`src/rtl/read_stream_check.sv`:
```
`default_nettype none
// ============================================================================
// Module      : read_stream_check
// Description : AXI4 read-back checker for the DDR4 stream test. Issues INCR
//               read bursts of up to 256 x 512-bit beats and compares every
//               beat against the stream pattern {stream, iter, cnt + lane}.
//               Counts mismatching beats, captures the first failing beat
//               address and lane map, and flags RRESP/RID/RLAST errors.
// Ports       : clk, reset (sync, active-high)
//               en, err_clr, addr, iter_num, stream_num, burst_length
//               done, adr_neg, err_cnt, err_flag, first_err_addr, err_lanes,
//               resp_err, id_err, len_err
//               AXI4 AR channel (master) and R channel (master side)
// Revision    : 1.0 - initial release
// ============================================================================
module read_stream_check (
  input  logic         clk,
  input  logic         reset,
  input  logic         en,
  input  logic         err_clr,
  input  logic [31:0]  addr,
  input  logic [7:0]   iter_num,
  input  logic [7:0]   stream_num,
  input  logic [7:0]   burst_length,
  output logic         done,
  output logic         adr_neg,
  output logic [31:0]  err_cnt,
  output logic         err_flag,
  output logic [31:0]  first_err_addr,
  output logic [15:0]  err_lanes,
  output logic         resp_err,
  output logic         id_err,
  output logic         len_err,
  input  logic         ARREADY,
  output logic [31:0]  ARADDR,
  output logic [3:0]   ARID,
  output logic [7:0]   ARLEN,
  output logic [2:0]   ARSIZE,
  output logic [1:0]   ARBURST,
  output logic [1:0]   ARLOCK,
  output logic [3:0]   ARCACHE,
  output logic [2:0]   ARPROT,
  output logic         ARVALID,
  input  logic [3:0]   RID,
  input  logic [511:0] RDATA,
  input  logic [1:0]   RRESP,
  input  logic         RLAST,
  input  logic         RVALID,
  output logic         RREADY
);

  typedef enum logic [1:0] {
    S_IDLE = 2'd0,
    S_ADDR = 2'd1,
    S_DATA = 2'd2
  } state_t;

  state_t       state;
  logic [3:0]   arid_r;
  logic [7:0]   len_r;
  logic [31:0]  base_r;
  logic [7:0]   beat_cnt;
  logic [15:0]  exp_cnt;

  // compare pipeline stage 1
  logic         s1_valid;
  logic [15:0]  s1_mis;
  logic [31:0]  s1_addr;

  logic         beat_acc;
  logic [15:0]  lane_mis;
  logic [31:0]  beat_addr;
  logic [7:0]   last_idx;

  // fixed burst attributes: 64-byte beats, INCR, normal access
  assign ARSIZE  = 3'b110;
  assign ARBURST = 2'b01;
  assign ARLOCK  = 2'b00;
  assign ARCACHE = 4'b0000;
  assign ARPROT  = 3'b000;

  // burst_length 0 wraps to ARLEN 0xFF, i.e. 256 beats
  assign ARLEN   = burst_length - 8'd1;
  assign ARADDR  = addr;
  assign ARID    = arid_r;

  assign ARVALID = (state == S_ADDR);
  assign RREADY  = (state == S_DATA);
  assign adr_neg = ARVALID && ARREADY;

  assign beat_acc  = RVALID && RREADY;
  assign done      = beat_acc && RLAST;
  assign beat_addr = base_r + 32'({beat_cnt, 6'd0});
  assign last_idx  = len_r - 8'd1;

  // lane k expects {stream, iter, exp_cnt + k}, lane sum wraps at 16 bits
  always_comb begin
    lane_mis = '0;
    for (int k = 0; k < 16; k++) begin
      lane_mis[k] = (RDATA[32*k +: 32] !=
                     {stream_num, iter_num, 16'(exp_cnt + 16'(k))});
    end
  end

  always_ff @(posedge clk) begin
    if (reset) begin
      state          <= S_IDLE;
      arid_r         <= '0;
      len_r          <= '0;
      base_r         <= '0;
      beat_cnt       <= '0;
      exp_cnt        <= '0;
      s1_valid       <= 1'b0;
      s1_mis         <= '0;
      s1_addr        <= '0;
      err_cnt        <= '0;
      err_flag       <= 1'b0;
      first_err_addr <= '0;
      err_lanes      <= '0;
      resp_err       <= 1'b0;
      id_err         <= 1'b0;
      len_err        <= 1'b0;
    end else begin
      case (state)
        S_IDLE: begin
          if (en) state <= S_ADDR;
        end
        S_ADDR: begin
          if (ARREADY) begin
            state    <= S_DATA;
            len_r    <= burst_length;
            base_r   <= addr;
            beat_cnt <= '0;
          end
        end
        S_DATA: begin
          if (beat_acc) beat_cnt <= beat_cnt + 8'd1;
          // RLAST always ends the burst, early or not
          if (beat_acc && RLAST) begin
            arid_r <= arid_r + 4'd1;
            state  <= en ? S_ADDR : S_IDLE;
          end
        end
        default: state <= S_IDLE;
      endcase

      // pattern counter runs across bursts; only an idle, disabled checker
      // restarts it so a fresh run lines up with a fresh generator run
      if ((state == S_IDLE) && !en)
        exp_cnt <= '0;
      else if (beat_acc)
        exp_cnt <= exp_cnt + 16'h0010;

      // a beat accepted together with err_clr is dropped with the clear
      s1_valid <= beat_acc && !err_clr;
      s1_mis   <= lane_mis;
      s1_addr  <= beat_addr;

      if (err_clr) begin
        err_cnt        <= '0;
        err_flag       <= 1'b0;
        first_err_addr <= '0;
        err_lanes      <= '0;
        resp_err       <= 1'b0;
        id_err         <= 1'b0;
        len_err        <= 1'b0;
      end else begin
        if (s1_valid && (s1_mis != 16'd0)) begin
          if (err_cnt != 32'hFFFF_FFFF) err_cnt <= err_cnt + 32'd1;
          if (!err_flag) begin
            err_flag       <= 1'b1;
            first_err_addr <= s1_addr;
            err_lanes      <= s1_mis;
          end
        end
        if (beat_acc && (RRESP != 2'b00)) resp_err <= 1'b1;
        if (beat_acc && (RID != arid_r))  id_err   <= 1'b1;
        // early RLAST or missing RLAST on the expected final beat
        if (beat_acc && RLAST && (beat_cnt != last_idx))   len_err <= 1'b1;
        if (beat_acc && !RLAST && (beat_cnt == last_idx))  len_err <= 1'b1;
      end
    end
  end

endmodule
`default_nettype wire

```
`config.mk`:
```
export PLATFORM = sky130hd
export DESIGN_NAME = read_stream_check
export DESIGN_NICKNAME = d
export VERILOG_FILES = /design/src/rtl/read_stream_check.sv
export SDC_FILE = /design/constraint.sdc
export NUM_CORES = 1
export LEC_CHECK = 0
export ABC_CLOCK_PERIOD_IN_PS = 3000
export BUFFER_PORTS_ARGS = -buffer_cell sky130_fd_sc_hd__buf_2
export CORE_AREA = 2 2 283 285
export CTS_CLUSTER_DIAMETER = 60
export DETAILED_ROUTE_END_ITERATION = 10
export DIE_AREA = 0 0 285 287
export MAX_ROUTING_LAYER = met4
export PLACE_DENSITY = 0.48
export SYNTH_ARGS = -nofsm -noshare
export SYNTH_HDL_FRONTEND = slang
export SYNTH_SLANG_ARGS = --single-unit
export TNS_END_PERCENT = 1
```
`constraint.sdc`:
```
create_clock -name clk -period 3 [get_ports clk]
set_input_delay 0.6 -clock clk [delete_from_list [all_inputs] [get_ports clk]]
set_output_delay 0.6 -clock clk [all_outputs]
set_load 0.02 [all_outputs]
```
==> results of run 1 <==
## area by class of cell
cell class	instances	area (um2)
fill	8801	59300
multi-input combinational	1334	9030
timing repair buffer	785	4240
sequential	199	4000
tap	1050	1310
clock buffer	18	439
clock inverter	14	196
inverter	23	86.3
antenna	18	45.0
## power groups by stage
stage	clock network [mW]	registers, mW	logic [mW]
after floorplan	0	2.78	0.780
after global placement	0	2.80	1.49
after detailed placement	0	2.80	1.49
after CTS	2.72	2.74	1.50
after global routing	2.80	2.75	1.61
final	2.59	2.74	1.50
## Yosys cell counts, types with 4 or more instances
library cell	n	area (um2)
nand3_1	19	95.1
nand4b_1	5	43.8
a21oi_1	108	541
clkbuf_1	83	312
buf_4	47	353
dfxtp_1	199	3980
nor2b_1	15	93.8
or3_1	8	50.1
or4b_2	4	40.0
nand2_1	219	822
a41oi_1	4	35.0
buf_1	8	30.0
nand3_2	5	50.1
nand4bb_1	4	45.0
a22oi_1	4	30.0
nor2_1	85	319
nor3_1	34	170
a21o_1	5	37.5
a211oi_1	11	82.6
o21ai_0	14	70.1
buf_2	5	25.0
nand4_1	116	726
and2_1	4	25.0
and3_1	11	68.8
a31oi_1	15	93.8
xor2_1	114	998
ha_1	14	175
nor4_1	44	275
inv_1	23	86.3
or4_1	7	52.6
xnor2_1	413	3620
## routing by layer
metal | share of wire, % | routed length [um]
met5 | 0 | 0
met4 | 2.6 | 2050
met3 | 8.3 | 6490
met2 | 43 | 33800
met1 | 46 | 35800
## kinds of logic (layout without fill, tap and decap cells)
family,count (synthesis),after routing,synth area share (%)
DFF,199,199,28.9
muxes,3,3,0.227
AOI/OAI and AO/OA,180,180,7.97
xor gates and xnor gates,527,527,33.5
and+or+nand+nor,595,595,21.8
other,2,32,0.0545
adders and majority gates,15,15,1.42
buffers and inverters,169,840,6.09
## stage by stage
step           util (%)  std cells  power [mW]  area, um2  setup slack [ps]
2_1_floorplan         -       1702        3.56      13800               643
3_3_place_gp       23.7       3391        4.30      18700               359
3_5_place_dp       23.7       3391        4.30      18700               349
4_1_cts            24.5       3423        6.96      19300               247
5_1_grt            24.6       3439        7.16      19300               135
6_report           24.6       3441        6.82      19300               295
## critical path: stages (launching register included)
cell	delay, ps
dfxtp_1	370
nor2b_1	140
buf_4	150
and2_1	380
nand2_1	160
inv_1	190
buf_2	220
## registers in the layout, summed over array words and instances, names as in the netlist
register	flops
ARID	4
base_r	32
beat_cnt	8
err_cnt	32
err_flag	1
err_lanes	16
exp_cnt	12
first_err_addr	32
id_err	1
len_err	1
len_r	8
resp_err	1
s1_addr	32
s1_mis	16
s1_valid	1
state	2
## worst paths after layout
kind | cells past startpoint | end
max | 6 | done
min | 3 | base_r[17]
max reg2reg | 6 | first_err_addr[27]
min reg2reg | 2 | first_err_addr[12]
==> results.md, run 1 <==
* Slew Limit Fails at 0
* Vias in the first global route at 14400
* Via count at 14500
* Final Skew at 19.1 ps
* Share of cells above drive strength 1 at 35.9%
* First-pass GRT wire length at 107000 um
* Clk_lat worst skew at 490 ps
* Clock share of power at 37.9%
* CP Data Arrival Time at 2100 ps
* Switch Pwr at 2.12 mW
* Row cnt at 103
* Drt initial violations at 935
* Ports at 727
* Root Driver: clkbuf_16
* ANT nets after route at 0
* WL/cell at 22.7 um
* GRT Overall Usage at 19.1%
* Async set-or-reset flop fraction in the synthesized netlist at 0%
* Post-synth top flop: dfxtp_1
* Core box area at 0.0786 mm2
* Met1 Use GR at 25.6%
* CTS Hold Bufs at 0
* Max transition margin at 38.7%
* Sequential fraction of the synthesis area at 28.9%
* Gr busiest metal: met2
* Count of buffers from port buffering at 712
* Hold_sp: addr[17]
* Clk slew on worst S/H paths at 90 ps
* Maximum vdd drop at 0.379 mV
* CTS resizes at 0
* RSZ-0062 raised after global routing: false
* Die W at 285 um
* Starting Density at 17.5%
* Lkg Pwr at 7.55 nW
* Drc violations at 0
* Finish-stage setup viols at 0
* Setup bufs post-CTS at 0
* Commonest non-fill, non-tap cell in the layout: buf_2
* Internal at 4.70 mW
* Grt total ovfl at 0
* Combinational power share at 21.9%
* Syn avg cell area at 8.15 um2
* Post-synth EDFFs at 0
* Synth unique cells at 63
* Seq cells post-synth at 199
* CTS max path bufs at 2
* GRT met3 Usage at 4.29%
* Crit path launch type: register
* CTS Sinks at 199
* DP HPWL at 65000 um
* P per Cell Area at 353 mW/mm2
* Routed Wire Length at 78100 um
* Sw Share at 31.1%
* Critical Path RT at 2400 ps
* Final hold vios at 0
* Most frequent cells in the layout: buf_2, xnor2_1, nand2_1, dfxtp_1, nand4_1
* Area Growth Syn to Fin at 40.4%
* Worst min path class: primary input to register
* Minimum clock period at 2700 ps
* Crit path launch: state[1]
* Nets at 2956
* Vias per cell at 4.22
* Kind of critical path: register to primary output
* Reg2Reg Launch Point: s1_mis[7]
* CP Max Fanout at 9
* FMAX at 370 MHz
* CTS tree: done
* Total CTS buffers at 17
* Die height at 287 um
* Setup crit end kind: primary output
* Met2 usage in global routing at 28.6%
* TNS Setup at 0 ps
* Synth Warn # at 0
* Drt first pass iters at 5
* GP Congestion at 1.01
* Hold Slack at 351 ps
* Synthesized instance count at 1690
* Outcome: complete, no violations
* Htree depth at 4
* Initial antenna violation count at 40
* Fin crit share at 90.2%
* Area of the die at 0.0818 mm2
* Power share of the sequential group at 40.1%
* Max_cap viols at 0
* Cell Area, Synth at 0.0138 mm2
* Largest net degree at the start of global routing at 93
* Worst-Margin Slew at 920 ps
* Flop2flop setup slack at 550 ps
(Power assumes the default switching activity.)
==> inputs of run 2 (changes only) <==
- ABC_AREA: unset -> 1
- CORE_AREA: 2 2 283 285 -> 2 2 280 282
- DIE_AREA: 0 0 285 287 -> 0 0 282 284
- HOLD_SLACK_MARGIN: unset -> 0.15
- PLACE_DENSITY: 0.48 -> 0.51
==> results.md, run 2 <==
* Starting Density at 19.7% (+2.1 points)
* GP Congestion at 0.951 (-5.6%)
* Filler cell count at 8685 (-1.3%)
* Grt total ovfl at 0 (unchanged)
* Most frequent cells in the layout: buf_2, nand2_1, xnor2_1, nor2_1, dfxtp_1
* Largest net degree at the start of global routing at 71 (-24%)
* P per Cell Area at 333 mW/mm2 (-5.7%)
* Total CTS buffers at 17 (unchanged)
* Outcome: complete, no violations
* Via count at 16500 (+14%)
* Commonest non-fill, non-tap cell in the layout: buf_2
* Row cnt at 102 (-0.97%)
* Clk_lat worst skew at 500 ps (about the same)
* Most numerous cell in the Yosys netlist: nand2_1
* Async set-or-reset flop fraction in the synthesized netlist at 0% (unchanged)
* Area of the die at 0.0801 mm2 (-2.1%)
* Lkg Pwr at 8.66 nW (+15%)
* Reg2Reg Launch Point: exp_cnt[12]
* Routed Wire Length at 76200 um (-2.4%)
* Max_cap viols at 0 (unchanged)
* Setup crit end kind: primary output
* Vias in the first global route at 16000 (+11%)
* Vias per cell at 4.25 (+0.72%)
* CP Max Fanout at 8 (-1)
* Cell accounting for the most synthesized area: dfxtp_1
* Slew Limit Fails at 0 (unchanged)
* Top post-synthesis cells by area: dfxtp_1, xnor2_1, nand2_1, nor2_1, xor2_1
* Die W at 282 um (-1.1%)
* Worst reg2reg endpoint: s1_mis[7]
* Synth Warn # at 0 (unchanged)
* Critical Path RT at 2400 ps (about the same)
* Flop2flop setup slack at 650 ps (+100 ps)
* Share of the synthesized area in the top cell type at 26.3% (-2.6 points)
* Count of buffers from port buffering at 712 (unchanged)
* Kind of critical path: register to primary output
* Sequential fraction of the synthesis area at 26.3% (-2.6 points)
* Synthesized instance count at 2177 (+29%)
* Final Skew at 19.5 ps (+0.367 ps)
* RSZ-0062 raised after global routing: false
* Worst min path class: primary input to register
* Area Growth Syn to Fin at 33.4%
* FMAX at 395 MHz (+6.8%)
* CTS Hold Bufs at 0 (unchanged)
* Most instantiated cells after synthesis: nand2_1, xnor2_1, nor2_1
* GRT Overall Usage at 19.1% (about the same)
* WL/cell at 19.6 um (-14%)
* Hold_sp: RRESP[0]
* Cell Area, Synth at 0.0151 mm2 (+9.8%)
* Storage cell area at 0.00398 mm2 (-0.31%)
* Crit path launch type: register
* CTS tree: done
* CTS Sinks at 199 (unchanged)
* Post-synth EDFFs at 0 (unchanged)
* Setup bufs post-CTS at 0 (unchanged)
* Clk slew on worst S/H paths at 80 ps (about the same)
* CTS max path bufs at 2 (unchanged)
* Die height at 284 um (-1.0%)
* Htree depth at 4 (unchanged)
* DP HPWL at 64400 um (-0.83%)
* Nets at 3411 (+15%)
* Worst-Margin Slew at 1030 ps (+115 ps)
* Root Driver: clkbuf_16
* Maximum vdd drop at 0.429 mV (+13%)
* R2R depth at 7 (+1)
* Drc violations at 0 (unchanged)
* Hold Slack at 339 ps (-11.7 ps)
* CTS resizes at 0 (unchanged)
* CP Data Arrival Time at 1930 ps (-170 ps)
* First-pass GRT wire length at 107000 um (+0.23%)
* Ports at 727 (unchanged)
* Seq cells post-synth at 199 (unchanged)
* Initial antenna violation count at 29 (-28%)
* ANT nets after route at 0 (unchanged)
* Share of cells above drive strength 1 at 33.7% (-2.3 points)
* Minimum clock period at 2530 ps (-172 ps)
* Post-synth top flop: dfxtp_1
* Core box area at 0.0770 mm2 (-2.1%)
* TNS Setup at 0 ps (unchanged)
* Final hold vios at 0 (unchanged)
* Fin crit share at 84.4% (-5.7 points)
* Finish-stage setup viols at 0 (unchanged)
* Drt first pass iters at 5 (unchanged)
* Max transition margin at 30.5% (-8.2 points)
* Worst hold endpoint: resp_err
* Hold Path Cell Cnt at 3 (unchanged)
* Synth unique cells at 51 (-19%)
* Multi-input gate area in the final layout at 0.00983 mm2 (+8.9%)
* Syn avg cell area at 6.95 um2 (-15%)
* Drt initial violations at 886 (-5.2%)
==> run 2: cell types whose count changed in the layout (fill, tap and decap cells not counted), moves of 80 or more <==
cell / change
nand2_1: +185
nor2_1: +147
xnor2_1: -136
inv_1: +103
or2_2: +92
o21ai_0: +80
==> run 2: per-stage QoR <==
stage                     util (%)  total power, mW  instances  instance area [um2]  worst slack, ps
after floorplan                  -             3.62       2189                15200              628
after detailed placement      25.4             4.31       3836                19600             -422
after CTS                     26.2             6.85       3867                20100              142
final                         26.2             6.72       3882                20200              467
after global routing          26.2             7.07       3882                20200              331
after global placement        25.4             4.31       3836                19600             -396
==> run 2: worst max-delay path: stages (launching register included) <==
cell,delay (ps)
dfxtp_1,410
inv_2,60
nor2_4,200
nand2_4,140
clkinv_2,140
nand2_1,130
inv_2,160
buf_2,190
==> run 2: routing by layer <==
| metal | vias up | track usage [%] | routed length (um) |
|---|---|---|---|
| met3 | 91 | 4.26 | 5130 |
| met1 | 7550 | 23.7 | 33500 |
| li1 | 8291 | - | - |
| met2 | 579 | 29.6 | 34900 |
| met4 | 0 | 8.06 | 2660 |
| met5 | - | - | 0 |
==> run 2: worst max-delay path by stage <==
stage	slack, ps	endpoint	from
after floorplan	630	ARLEN[7]	burst_length[0]
after global placement	-400	s1_mis[1]	iter_num[1]
after detailed placement	-420	s1_mis[1]	iter_num[1]
after CTS	140	s1_mis[1]	iter_num[1]
after global routing	330	done	state[1]
final	470	done	state[1]
==> run 2: cell families (layout without fill, tap and decap cells) <==
| logic type | count (synthesis) | after routing | synth area share, % |
|---|---|---|---|
| and+or+nand+nor | 1055 | 1055 | 32.6 |
| other | 2 | 29 | 0.0496 |
| DFF | 199 | 199 | 26.3 |
| adders and majority gates | 15 | 15 | 1.29 |
| xor gates and xnor gates | 375 | 375 | 21.7 |
| buffers and inverters | 287 | 925 | 9.12 |
| AOI/OAI and AO/OA | 244 | 244 | 8.87 |
==> run 2: where the power goes <==
part           total [mW]  switching [mW]  internal [mW]
clock network        2.47            1.21           1.25
registers            2.75          0.0529           2.70
logic                1.50           0.815          0.686
==> run 2: area by class of cell <==
class,instances,share of cell area [%]
multi-input combinational,1703,48.7
timing repair buffer,759,19.5
sequential,199,19.7
tap,1040,6.45
clock inverter,13,0.830
antenna,15,0.186
inverter,135,2.52
clock buffer,18,2.13
==> inputs of run 3 (changes only) <==
- ABC_AREA: 1 -> 0
- ABC_CLOCK_PERIOD_IN_PS: 3000 -> 2400
- CORE_AREA: 2 2 280 282 -> 2 2 283 285
- DIE_AREA: 0 0 282 284 -> 0 0 285 287
- PLACE_DENSITY: 0.51 -> 0.48
- clock period: 3 -> 2.4 ns (I/O delays scaled with it)
==> results.md, run 3 (synthesized netlist as in run 1, its figures left out) <==
* Ports at 727 (unchanged)
* Lkg Pwr at 7.87 nW (-9.2%)
* Grt total ovfl at 0 (unchanged)
* Final Skew at 21.3 ps (+1.79 ps)
* Vias in the first global route at 14500 (-9.1%)
* Minimum clock period at 2210 ps
* Total CTS buffers at 17 (unchanged)
* GRT Overall Usage at 18.7% (-0.38 points)
* CTS tree: done
* Outcome: complete, no violations
* Count of buffers from port buffering at 712 (unchanged)
* Clk slew on worst S/H paths at 80 ps (about the same)
* Fin crit share at 92.2%
* Finished Layout Cells at 3488 (-10%)
* P per Cell Area at 423 mW/mm2 (+27%)
* Area Growth Syn to Fin at 44.6%
* Share of cells above drive strength 1 at 37.6% (+3.9 points)
* WL/cell at 22.0 um (+12%)
* DP Cell Count at 3441 (-10%)
* Drt first pass iters at 5 (unchanged)
* FMAX at 452 MHz
* Worst-Margin Slew at 1140 ps (+110 ps)
* Max transition margin at 23.5% (-7.0 points)
* Via count at 14700 (-11%)
* Max_cap viols at 0 (unchanged)
* Drc violations at 0 (unchanged)
* Setup bufs post-CTS at 0 (unchanged)
* TNS Setup at 0 ps (unchanged)
* CP Max Fanout at 6 (-2)
* Slew Limit Fails at 0 (unchanged)
* Starting Density at 17.5% (-2.1 points)
* Crit path launch type: register
* Critical path's slowest cell: dfxtp_1
* CP Data Arrival Time at 1730 ps (-200 ps)
* First-pass GRT wire length at 105000 um (-1.8%)
* Row cnt at 103 (+0.98%)
* Drt initial violations at 874 (-1.4%)
* DP HPWL at 64700 um (+0.38%)
* Critical Path RT at 1920 ps (-480 ps)
* Die height at 287 um (+1.1%)
* Initial antenna violation count at 24 (-17%)
* Most frequent cells in the layout: buf_2, xnor2_1, nand2_1, dfxtp_1, nand4_1
* Largest net degree at the start of global routing at 49 (-31%)
* Root Driver: clkbuf_16
* Vias per cell at 4.22 (-0.88%)
* Crit-path max cell delay at 370 ps (-40 ps)
* ANT nets after route at 0 (unchanged)
* Finish-stage setup viols at 0 (unchanged)
* Setup crit end kind: primary output
* Commonest non-fill, non-tap cell in the layout: buf_2
* Htree depth at 4 (unchanged)
* Maximum vdd drop at 0.507 mV (+18%)
* Nets at 3006 (-12%)
* Area of the die at 0.0818 mm2 (+2.1%)
* Final hold vios at 0 (unchanged)
* Routed Wire Length at 76800 um (+0.84%)
* GP Congestion at 0.978 (+2.8%)
* CTS Sinks at 199 (unchanged)
* RSZ-0062 raised after global routing: true
* Worst min path class: primary input to register
* Core box area at 0.0786 mm2 (+2.2%)
* Kind of critical path: register to primary output
* Clk_lat worst skew at 480 ps (-20 ps)
* Die W at 285 um (+1.1%)
* Worst-path cell chain: nor2b_1 -> and2_4 -> nand2_1 -> inv_1 -> buf_2
* CTS max path bufs at 2 (unchanged)
-- run 3: cell types whose count changed in the layout (fill, tap and decap cells not counted), sizes merged, moves of 41 or more --
cell	change
nand2	-206
nor2	-157
xnor2	+136
inv	-108
or2	-91
o21ai	-83
buf	+76
nor3	-41
-- run 3: metrics by stage --
step	setup slack, ps	instance area, um2	util, %	hold slack (ps)	total power [mW]
2_1_floorplan	127	13800	-	417	4.45
3_3_place_gp	-87.1	19200	24.5	423	5.44
3_5_place_dp	-122	19200	24.5	427	5.44
4_1_cts	-5.30	19900	25.3	198	8.58
5_1_grt	-5.77	19900	25.3	223	8.83
6_report	186	19900	25.3	244	8.43
-- run 3: final timing paths --
path / from / to / slack [ps] / cells past startpoint
setup / recovery: state[1] / done / 190 / 5
hold / removal: addr[23] / base_r[23] / 240 / 3
setup reg to reg: exp_cnt[11] / s1_mis[3] / 230 / 7
hold reg to reg: s1_addr[4] / first_err_addr[4] / 430 / 2
-- run 3: timing repair --
action                     4_1_cts  5_1_grt
hold endpoints to repair         0        0
cloned                           0        0
setup endpoints to repair        2       52
gates resized for setup          1        9
hold buffers                     0        0
-- run 3: final cells by class --
type                    count  area [um2]
diodes                     15        37.5
multi-input cells        1334        9030
inverters                  23        86.3
flip-flops and latches    199        4010
clock buffers              18         439
repair buffers            835        4830
well taps                1050        1310
clock inverters            14         175
fillers                  8782       58700
-- run 3: where the power goes --
group,internal (mW),switching (mW)
Sequential,3.36,0.0508
Clock,1.53,1.53
Combinational,0.937,1.03
-- run 3: critical path, delay by kind of cell, from the launching register on --
| kind | cells | cell delay [ps] |
|---|---|---|
| buf+inv | 2 | 390 |
| flops | 1 | 370 |
| simple gates | 3 | 510 |
-- run 3: layer usage --
metal / share of wire (%) / global-route usage, %
met1: 47 / 25.4
met4: 3.6 / 6.91
met5: 0 / -
met3: 6.6 / 3.59
met2: 43 / 27.4
